--- src/rtl/rr_req_encoder4to2_pkg.sv ---
// Shared constants, FSM state type and one-hot helper for the round-robin
// request encoder.
package rr_enc_pkg;

  localparam int REQ_N  = 4;
  localparam int CODE_W = 2;

  typedef enum logic {
    IDLE  = 1'b0,
    OFFER = 1'b1
  } state_e;

  function automatic logic [REQ_N-1:0] onehot_of(input logic [CODE_W-1:0] code);
    logic [REQ_N-1:0] oh;
    oh       = '0;
    oh[code] = 1'b1;
    return oh;
  endfunction

endpackage

--- src/rtl/rr_req_encoder4to2_if.sv ---
// Offer handshake between the encoder (master) and its consumer (slave).
interface rr_req_encoder4to2_if
  import rr_enc_pkg::*;
  ();

  logic              valid_o;
  logic              ready_i;
  logic [CODE_W-1:0] code_o;
  logic [REQ_N-1:0]  grant_o;

  modport master (output valid_o, output code_o, output grant_o, input ready_i);
  modport slave  (input valid_o, input code_o, input grant_o, output ready_i);

endinterface

--- src/rtl/rr_req_encoder4to2_pick4.sv ---
// Wrap-around priority search: first set bit of cand_i at or after ptr_i.
module rr_pick4
  import rr_enc_pkg::*;
(
  input  logic [REQ_N-1:0]  cand_i,
  input  logic [CODE_W-1:0] ptr_i,
  output logic [CODE_W-1:0] idx_o,
  output logic              any_o
);

  logic [2*REQ_N-1:0] dbl;
  logic [REQ_N-1:0]   rot;
  logic [CODE_W-1:0]  off;

  // Rotating the candidates so bit 0 is the pointer position turns the
  // round-robin search into a plain lowest-set-bit search.
  assign dbl = {cand_i, cand_i};
  assign rot = REQ_N'(dbl >> ptr_i);

  // Lowest set bit of the rotated vector, scanned high to low so the last hit wins.
  always_comb begin
    off = '0;
    for (int j = REQ_N - 1; j >= 0; j--) begin
      if (rot[j]) off = CODE_W'(j);
    end
  end

  assign idx_o = ptr_i + off;
  assign any_o = |cand_i;

endmodule

--- src/rtl/rr_req_encoder4to2.sv ---
// Request capture and round-robin offer stage feeding the 4-to-2 encoder.
//
// state | meaning
// IDLE  | nothing offered, waiting for a pending request or new edge
// OFFER | code/grant held stable until the consumer accepts
module rr_req_encoder4to2
  import rr_enc_pkg::*;
(
  input  logic                 clk,
  input  logic                 rst_n,
  input  logic [REQ_N-1:0]     req,
  rr_req_encoder4to2_if.master bus,
  output logic [REQ_N-1:0]     pending_o,
  output logic                 dropped_o
);

  state_e            state_q, state_d;
  logic [REQ_N-1:0]  req_q;
  logic [REQ_N-1:0]  pending_q, pending_d;
  logic [CODE_W-1:0] ptr_q, ptr_d;
  logic [CODE_W-1:0] code_q, code_d;
  logic [REQ_N-1:0]  grant_q, grant_d;
  logic              valid_q, valid_d;
  logic              dropped_q, dropped_d;

  logic [REQ_N-1:0]  evt;
  logic [REQ_N-1:0]  cand;
  logic              accept;
  logic [CODE_W-1:0] pick_ptr;
  logic [CODE_W-1:0] pick_idx;
  logic              pick_any;

  assign evt    = req & ~req_q;
  assign cand   = pending_q | evt;
  assign accept = valid_q & bus.ready_i;

  // On accept the next pick already searches from the advanced pointer,
  // which is what makes back-to-back offers fair.
  assign pick_ptr = accept ? code_q + CODE_W'(1) : ptr_q;

  rr_pick4 u_pick (
    .cand_i (cand),
    .ptr_i  (pick_ptr),
    .idx_o  (pick_idx),
    .any_o  (pick_any)
  );

  // Next-state logic for the offer FSM, pending set and drop pulse.
  always_comb begin
    state_d   = state_q;
    ptr_d     = ptr_q;
    code_d    = code_q;
    grant_d   = grant_q;
    valid_d   = valid_q;
    pending_d = pending_q;
    dropped_d = |(evt & pending_q);
    case (state_q)
      IDLE: begin
        if (pick_any) begin
          state_d   = OFFER;
          valid_d   = 1'b1;
          code_d    = pick_idx;
          grant_d   = onehot_of(pick_idx);
          pending_d = cand & ~onehot_of(pick_idx);
        end
      end
      OFFER: begin
        if (accept) begin
          ptr_d = pick_ptr;
          if (pick_any) begin
            code_d    = pick_idx;
            grant_d   = onehot_of(pick_idx);
            pending_d = cand & ~onehot_of(pick_idx);
          end else begin
            state_d   = IDLE;
            valid_d   = 1'b0;
            grant_d   = '0;
            pending_d = '0;
          end
        end else begin
          // A new edge on the index still waiting for accept is merged, not queued.
          pending_d = pending_q | (evt & ~grant_q);
          dropped_d = |(evt & (pending_q | grant_q));
        end
      end
      default: begin
        state_d = IDLE;
        valid_d = 1'b0;
        grant_d = '0;
      end
    endcase
  end

  // State registers with asynchronous active-low reset.
  always_ff @(posedge clk or negedge rst_n) begin
    if (!rst_n) begin
      state_q   <= IDLE;
      req_q     <= '0;
      pending_q <= '0;
      ptr_q     <= '0;
      code_q    <= '0;
      grant_q   <= '0;
      valid_q   <= 1'b0;
      dropped_q <= 1'b0;
    end else begin
      state_q   <= state_d;
      req_q     <= req;
      pending_q <= pending_d;
      ptr_q     <= ptr_d;
      code_q    <= code_d;
      grant_q   <= grant_d;
      valid_q   <= valid_d;
      dropped_q <= dropped_d;
    end
  end

  assign bus.valid_o = valid_q;
  assign bus.code_o  = code_q;
  assign bus.grant_o = grant_q;
  assign pending_o   = pending_q;
  assign dropped_o   = dropped_q;

endmodule

--- src/flat_wrapper.sv ---
// flat-port wrapper written by rule: the top's interface ports become plain ports
module rr_req_encoder4to2_flat import rr_enc_pkg::*;
  (clk, rst_n, req, pending_o, dropped_o, bus_valid_o, bus_code_o, bus_grant_o, bus_ready_i);
  rr_req_encoder4to2_if bus_i ();
  input  logic clk;
  input  logic rst_n;
  input  logic [REQ_N-1:0] req;
  output logic [REQ_N-1:0] pending_o;
  output logic dropped_o;
  output wire logic [$bits(bus_i.valid_o)-1:0] bus_valid_o;
  output wire logic [$bits(bus_i.code_o)-1:0] bus_code_o;
  output wire logic [$bits(bus_i.grant_o)-1:0] bus_grant_o;
  input wire logic [$bits(bus_i.ready_i)-1:0] bus_ready_i;
  assign bus_valid_o = bus_i.valid_o;
  assign bus_code_o = bus_i.code_o;
  assign bus_grant_o = bus_i.grant_o;
  assign bus_i.ready_i = bus_ready_i;
  rr_req_encoder4to2 u_core (.clk(clk), .rst_n(rst_n), .req(req), .bus(bus_i), .pending_o(pending_o), .dropped_o(dropped_o));
endmodule
--- config.mk ---
export PLATFORM = sky130hd
export DESIGN_NAME = rr_req_encoder4to2_flat
export DESIGN_NICKNAME = d
export VERILOG_FILES = /design/src/rtl/rr_req_encoder4to2_pkg.sv /design/src/rtl/rr_req_encoder4to2_if.sv /design/src/rtl/rr_req_encoder4to2_pick4.sv /design/src/rtl/rr_req_encoder4to2.sv /design/src/flat_wrapper.sv
export SDC_FILE = /design/constraint.sdc
export NUM_CORES = 1
export LEC_CHECK = 0
export CAP_MARGIN = 25
export CORE_MARGIN = 1
export CORE_UTILIZATION = 37
export CTS_CLUSTER_DIAMETER = 50
export CTS_CLUSTER_SIZE = 8
export DETAILED_ROUTE_END_ITERATION = 6
export GPL_TIMING_DRIVEN = 0
export SLEW_MARGIN = 20
export SYNTH_ARGS = -nofsm -noshare
export SYNTH_HDL_FRONTEND = slang
export SYNTH_HIERARCHICAL = 1
export SYNTH_SLANG_ARGS = --single-unit
--- constraint.sdc ---
create_clock -name clk -period 2.8 [get_ports clk]
set_input_delay 0.42 -clock clk [delete_from_list [all_inputs] [get_ports clk]]
set_output_delay 0.42 -clock clk [all_outputs]
set_load 0.005 [all_outputs]
==> results of run 1 <==
[worst register-to-register path: cells and delay by family, from the launching register on]
kind	cells	cell delay (ns)
xor gates and xnor gates	2	0.52
adders and majority gates	1	0.21
DFF	1	0.44
and+or+nand+nor	5	0.40
buffers and inverters	2	0.35
AOI/OAI and AO/OA	5	0.60
[per-stage QoR]
| stage | worst slack [ns] | util | hold WS (ns) | total power, mW |
|---|---|---|---|---|
| floorplan | 0.2838 | - | 0.1244 | 1.153 |
| CTS | 0.1288 | 0.4847 | 0.4978 | 1.778 |
| finish | 0.1722 | 0.5017 | 0.4915 | 1.881 |
| global route | 0.02210 | 0.5017 | 0.5460 | 2.040 |
| detailed placement | -0.6666 | 0.4657 | 0.4716 | 1.493 |
| global placement | -0.6259 | 0.4657 | 0.4668 | 1.464 |
[flip-flops by register name, summed over array words and instances, names as in the netlist]
signal              cells
u_core/state_q          1
u_core/bus.grant_o      4
u_core/ptr_q            2
u_core/req_q            4
u_core/pending_o        4
u_core/bus.code_o       2
u_core/dropped_o        1
u_core/bus.valid_o      1
[synth_stat cells (2+ instances only)]
master / count
nor3b_1: 3
a21oi_1: 9
inv_1: 3
o21ai_0: 7
xnor2_1: 2
nand2_1: 10
a22oi_1: 2
nand2b_1: 9
nand2_2: 3
nor3_1: 3
nor2_1: 10
dfrtp_1: 19
o21a_1: 5
mux2_4: 2
nor2b_1: 10
o21ai_1: 7
nand3_1: 2
o22ai_1: 3
mux2i_1: 4
[power groups by stage]
| stage | logic (mW) | clock network [mW] | registers (mW) |
|---|---|---|---|
| after floorplan | 0.681 | 0 | 0.472 |
| after global placement | 0.978 | 0 | 0.486 |
| after detailed placement | 1.00 | 0 | 0.489 |
| after CTS | 1.15 | 0.148 | 0.483 |
| after global routing | 1.38 | 0.156 | 0.506 |
| final | 1.26 | 0.135 | 0.486 |
[layout make-up]
| class | count | share of cell area |
|---|---|---|
| multi-input combinational | 106 | 0.4646 |
| sequential | 19 | 0.3138 |
| timing repair buffer | 23 | 0.1425 |
| tap | 44 | 0.03624 |
| clock buffer | 4 | 0.01730 |
| buffer | 3 | 0.01565 |
| inverter | 4 | 0.009885 |
[logic make-up (layout without fill, tap and decap cells)]
family | Yosys count | in the layout | share of synthesized area
flops | 19 | 19 | 0.4047
compound gates | 39 | 39 | 0.2045
mux | 6 | 6 | 0.05964
simple gates | 57 | 57 | 0.2652
fa+ha+maj | 1 | 1 | 0.01065
buf+inv | 7 | 34 | 0.03301
xor+xnor | 3 | 3 | 0.02237
[final timing paths]
check                                                         end  slack (ns)
worst max-delay path              u_core/pending_o[0]$_DFFE_PN0P_        0.17
worst min-delay path                  u_core/ptr_q[1]$_DFFE_PN0P_        0.49
worst max register to register    u_core/pending_o[0]$_DFFE_PN0P_        0.22
worst min register to register        u_core/ptr_q[1]$_DFFE_PN0P_        0.49
max in group asynchronous          u_core/bus.valid_o$_DFFE_PN0P_        1.58
min in group asynchronous       u_core/bus.grant_o[0]$_DFFE_PN0P_        0.62
[repair_timing]
action                                  4_1_cts  5_1_grt
resized for setup                             3       11
pin swaps                                     1        1
buffers inserted                              3        2
endpoints found under the setup margin        9        8
[layer usage]
metal	vias up	routed length (µm)	global-route usage
met3	2	67	0.02198
met4	0	21	0.07143
li1	523	-	-
met1	499	1283	0.2266
met2	19	1359	0.2939
met5	-	0	0
==> impl_metrics.ini, run 1 <==
[yosys]
synthArstFlopShare = 1.000
synth_edf_count = 0
synth_area_leaders = dfrtp_1 (40%), nor2b_1 (5.3%), nand2b_1 (4.8%)
synth_nets = 140
ys_warn_count = 6
synth.largest_area_cell = dfrtp_1
ys.flop_type = dfrtp_1
yosysUniqueCellTypes = 38
netlist.area_leader.share = 0.4047
netlist_area_um2 = 1175
ys_seq_elements = 19
post_synth.cell_area_avg_um2 = 8.901
synth_cells = 132
ys_seq_area_frac = 0.4047

[floorplanning]
core_um2 = 3028
die-area_um2 = 3405
die_w_um = 58.35
fp.dieH_um = 58.35
boundaryPins = 19
floorplan.initialDensity = 0.3880
rows = 20

[setup_path]
critPathLaunch = req[0]
critPathLaunchType = input port
timing.rr.start = u_core/bus.valid_o$_DFFE_PN0P_
slowest_stage = clkdlybuf4s50_1
crit_family = buffers and inverters
cpPeakStageDelay_ns = 0.43
path_cells = clkdlybuf4s50_1 > nand2b_1 > nand2b_2 > nor2_2 > nor3_1 > a21oi_1 > o211ai_1 > ha_2 > xor2_2 > xnor2_2 > buf_4 > nor2_1 > o22ai_1 > o21a_1
endpoint_kind = register
crit_required_ns = 3.03
cp.arrival_ns = 2.86
cp_num_buf_inv = 2
crit_type = in2reg
r2r_cells = 15
path_max_fanout = 7
path_depth = 14

[timing]
max-slew-margin-rel = 0.4062
hold_viol_final = 0
fin_tns_setup_ns = 0
fmax_mhz = 380.6
period_needed_ns = 2.628
fin_crit_sh = 0.9385
finalClockSkew_ns = 0.004694
rsz0062_at_grt = no
setup_viol = 0
worst-slew-pin-transition_ns = 0.8880
slew_violations = 0

[power]
p_per_area_nw_per_um2 = 1238
p_int_mw = 1.092
p_seq_frac = 0.258
p_sw_mw = 0.7892
cellLeakagePower_nw = 0.6379
p_clk_frac = 0.072
comb_power_share = 0.670
p_sw_frac = 0.4196
vdd_ir_drop_max_mv = 0.5984

[place]
dpl.hpwl_um = 1970
port_buffers = 18
gp_congestion = 0.7667
place_area_um2 = 1410
numPlacedInstances = 194

[detailed_routing]
drtAntennaViolNets = 0
routed_wl_um = 2731
avgRoutedWirePerCell_um = 13.45
drcViolationCount = 0
routed_via_density = 5.138
firstDrtPassIters = 4
via_count = 1043
drt_iter0_markers = 29

[cells_and_area]
diodes = 0
multi_input_area_um2 = 705.7
layout_commonest_cell = dfrtp_1
synthToLayoutAreaGrowth_pct = 29.29
final_nets = 168
finalInstanceArea_um2 = 1519
final_layout_size_suffix_gt1_frac = 0.1950
final-seq-area_um2 = 476.7
fill_cells = 312
layoutNonFillerInstCount = 203
layout_common_cells = dfrtp_1 (18), clkdlybuf4s50_1 (17), nand2_1 (10)

[clock_tree]
clk_latency_ns = 0.29
clock_path_buffers = 2
clkSinkCount = 19
cts_tree = done
cts_hold_buf = 0
h-tree-depth = 1
cts_root_buffer = clkbuf_4
cts_buffers = 3
clk_pin_slew_ns = 0.10

[grt]
antenna_found_initial = 0
grt_max_degree = 20
grt_usage = 0.1740
grt_pass1_vias = 974
grt_pass1_wl_um = 4409
gr-total-overflow = 0

[min_path]
min-delay-start = u_core/ptr_q[1]$_DFFE_PN0P_
hold_class = reg2reg
min_path_cells = 2

[run]
drv_cap = 0

[run_status]
status = finished, final reports clean
(Power assumes the default switching activity.)
==> run 2, diff against run 1 <==
--- a/config.mk
+++ b/config.mk
@@ -5,6 +5,7 @@
 export SDC_FILE = /design/constraint.sdc
 export NUM_CORES = 1
 export LEC_CHECK = 0
+export ABC_CLOCK_PERIOD_IN_PS = 2800
 export CAP_MARGIN = 25
 export CORE_MARGIN = 1
 export CORE_UTILIZATION = 37
==> results of run 2 <==
Final layout, timing and power as in run 1 (identical DEF).
==> run 3, diff against run 2 <==
--- a/config.mk
+++ b/config.mk
@@ -8,12 +8,13 @@
 export ABC_CLOCK_PERIOD_IN_PS = 2800
 export CAP_MARGIN = 25
 export CORE_MARGIN = 1
-export CORE_UTILIZATION = 37
+export CORE_UTILIZATION = 49
 export CTS_CLUSTER_DIAMETER = 50
 export CTS_CLUSTER_SIZE = 8
 export DETAILED_ROUTE_END_ITERATION = 6
 export GPL_TIMING_DRIVEN = 0
-export SLEW_MARGIN = 20
+export PLACE_DENSITY = 0.74
+export SKIP_CTS_REPAIR_TIMING = 1
 export SYNTH_ARGS = -nofsm -noshare
 export SYNTH_HDL_FRONTEND = slang
 export SYNTH_HIERARCHICAL = 1
==> run 3 against run 2 <==
Total power down 3.1%. Utilization up 16 points. Hold slack worse by 0.0014 ns. Flip-flop and latch count stayed put. Global-route usage up 5.8 points. Sequential share of layout area up 0.99 points. Clock power barely moved. Sequential power is essentially flat. Via count about the same. Wire length fell by 2.8%. Largest power group unchanged.
==> impl_metrics.ini, run 3 (synthesis gave the netlist of run 1 again) <==
[timing]
setup_viol = 0
fin_crit_sh = 0.9434
hold_viol_final = 0
period_needed_ns = 2.641
hold_ws_ns = 0.4902
worst-slew-pin-transition_ns = 0.8622
finalClockSkew_ns = 0.006071
fmax_mhz = 378.6
max-slew-margin-rel = 0.4234
slew_violations = 0

[place]
port_buffers = 18
numPlacedInstances = 178
dpl.hpwl_um = 1942
place_area_um2 = 1390
gp_congestion = 0.8331

[cells_and_area]
layout_common_cells = dfrtp_1 (18), clkdlybuf4s50_1 (17), nand2_1 (10), nor2_1 (10)
layout_commonest_cell = dfrtp_1
diodes = 0
finalInstanceArea_um2 = 1473
layoutNonFillerInstCount = 186
final_nets = 167
synthToLayoutAreaGrowth_pct = 25.35
final_layout_size_suffix_gt1_frac = 0.1646

[detailed_routing]
routed_via_density = 5.602
firstDrtPassIters = 4
routed_wl_um = 2655
drtAntennaViolNets = 0
drt_iter0_markers = 24
via_count = 1042
drcViolationCount = 0
avgRoutedWirePerCell_um = 14.27

[run]
drv_cap = 0

[grt]
gr-total-overflow = 0
grt_pass1_vias = 1000
antenna_found_initial = 0
grt_pass1_wl_um = 4547
grt_max_degree = 20
grt_usage = 0.2320

[setup_path]
crit_required_ns = 3.02
cp.arrival_ns = 2.86
worstReg2RegEnd = u_core/bus.code_o[1]$_DFFE_PN0P_
endpoint_kind = register
r2r_cells = 9
crit_type = in2reg
timing.rr.start = u_core/bus.code_o[0]$_DFFE_PN0P_
critPathLaunch = req[0]
crit_end = u_core/bus.grant_o[2]$_DFFE_PN0P_
reg2reg_slack_ns = 0.16
critPathLaunchType = input port
path_max_fanout = 7

[min_path]
hold_class = reg2reg

[floorplanning]
core_um2 = 2233
fp.dieH_um = 50.97
boundaryPins = 19
die_w_um = 50.97
rows = 17
die-area_um2 = 2597
floorplan.initialDensity = 0.5261

[clock_tree]
clk_latency_ns = 0.29
cts_root_buffer = clkbuf_4
clkSinkCount = 19
clock_path_buffers = 2
cts_tree = done
h-tree-depth = 1
clk_pin_slew_ns = 0.10
cts_buffers = 3

[power]
vdd_ir_drop_max_mv = 0.9150
p_per_area_nw_per_um2 = 1237
finalPower_mw = 1.822
cellLeakagePower_nw = 0.6279

[run_status]
status = finished, final reports clean
==> run 3: cell count changes in the layout (fill, tap and decap cells not counted), sizes merged <==
cell	before	now
buf	8	7
dlygate4sd2	1	0
dlymetal6s2s	0	1
==> run 3: metal layers <==
metal / GRT usage / vias to the layer above / wire length [µm]
li1: - / 518 / -
met1: 0.3295 / 509 / 1314
met2: 0.3772 / 11 / 1263
met3: 0.01786 / 4 / 37
met4: 0.06944 / 0 / 40
met5: 0 / - / 0
==> run 3: where the power goes <==
part | switching (mW) | internal, mW | total, mW
sequential | 0.109 | 0.374 | 0.483
clock | 0.0808 | 0.0554 | 0.136
combinational | 0.570 | 0.632 | 1.20
==> run 3: worst max-delay path, cell delays in order <==
cell and delay, ns:
clkdlybuf4s50_1 0.44, nand2b_1 0.12, nand2b_2 0.14, nor2_1 0.17
nor3_1 0.06, a21oi_1 0.16, o211ai_1 0.10, ha_1 0.24
xor2_2 0.16, xnor2_2 0.32, nor2b_2 0.26, nor2b_1 0.15
a21oi_1 0.05, o21ai_1 0.08
==> run 3: cell type report <==
| type | count | area (µm²) |
|---|---|---|
| Sequential cell | 19 | 476.7 |
| Clock buffer | 4 | 26.28 |
| Timing Repair Buffer | 22 | 212.7 |
| Fill cell | 196 | 760.7 |
| Buffer | 3 | 23.77 |
| Inverter | 4 | 15.01 |
| Tap cell | 28 | 35.03 |
| Multi-Input combinational cell | 106 | 683.2 |
==> run 3: worst min-delay path by stage <==
stage,from,depth (start not counted),end,slack [ns]
6_report,u_core/ptr_q[1]$_DFFE_PN0P_,2,u_core/ptr_q[1]$_DFFE_PN0P_,0.49
5_1_grt,u_core/ptr_q[1]$_DFFE_PN0P_,2,u_core/ptr_q[1]$_DFFE_PN0P_,0.54
3_3_place_gp,u_core/ptr_q[1]$_DFFE_PN0P_,2,u_core/ptr_q[1]$_DFFE_PN0P_,0.47
4_1_cts,u_core/ptr_q[1]$_DFFE_PN0P_,2,u_core/ptr_q[1]$_DFFE_PN0P_,0.50
2_1_floorplan,rst_n,0,u_core/bus.code_o[0]$_DFFE_PN0P_,0.12
3_5_place_dp,u_core/ptr_q[1]$_DFFE_PN0P_,2,u_core/ptr_q[1]$_DFFE_PN0P_,0.47
==> run 3: stage by stage <==
stage / utilization / TNS (ns) / worst slack (ns)
2_1_floorplan: - / 0 / 0.2838
3_3_place_gp: 0.6224 / -4.277 / -0.6003
3_5_place_dp: 0.6224 / -5.057 / -0.6791
4_1_cts: 0.6342 / -2.323 / -0.3824
5_1_grt: 0.6594 / -0.03571 / -0.01539
6_report: 0.6594 / 0 / 0.1586
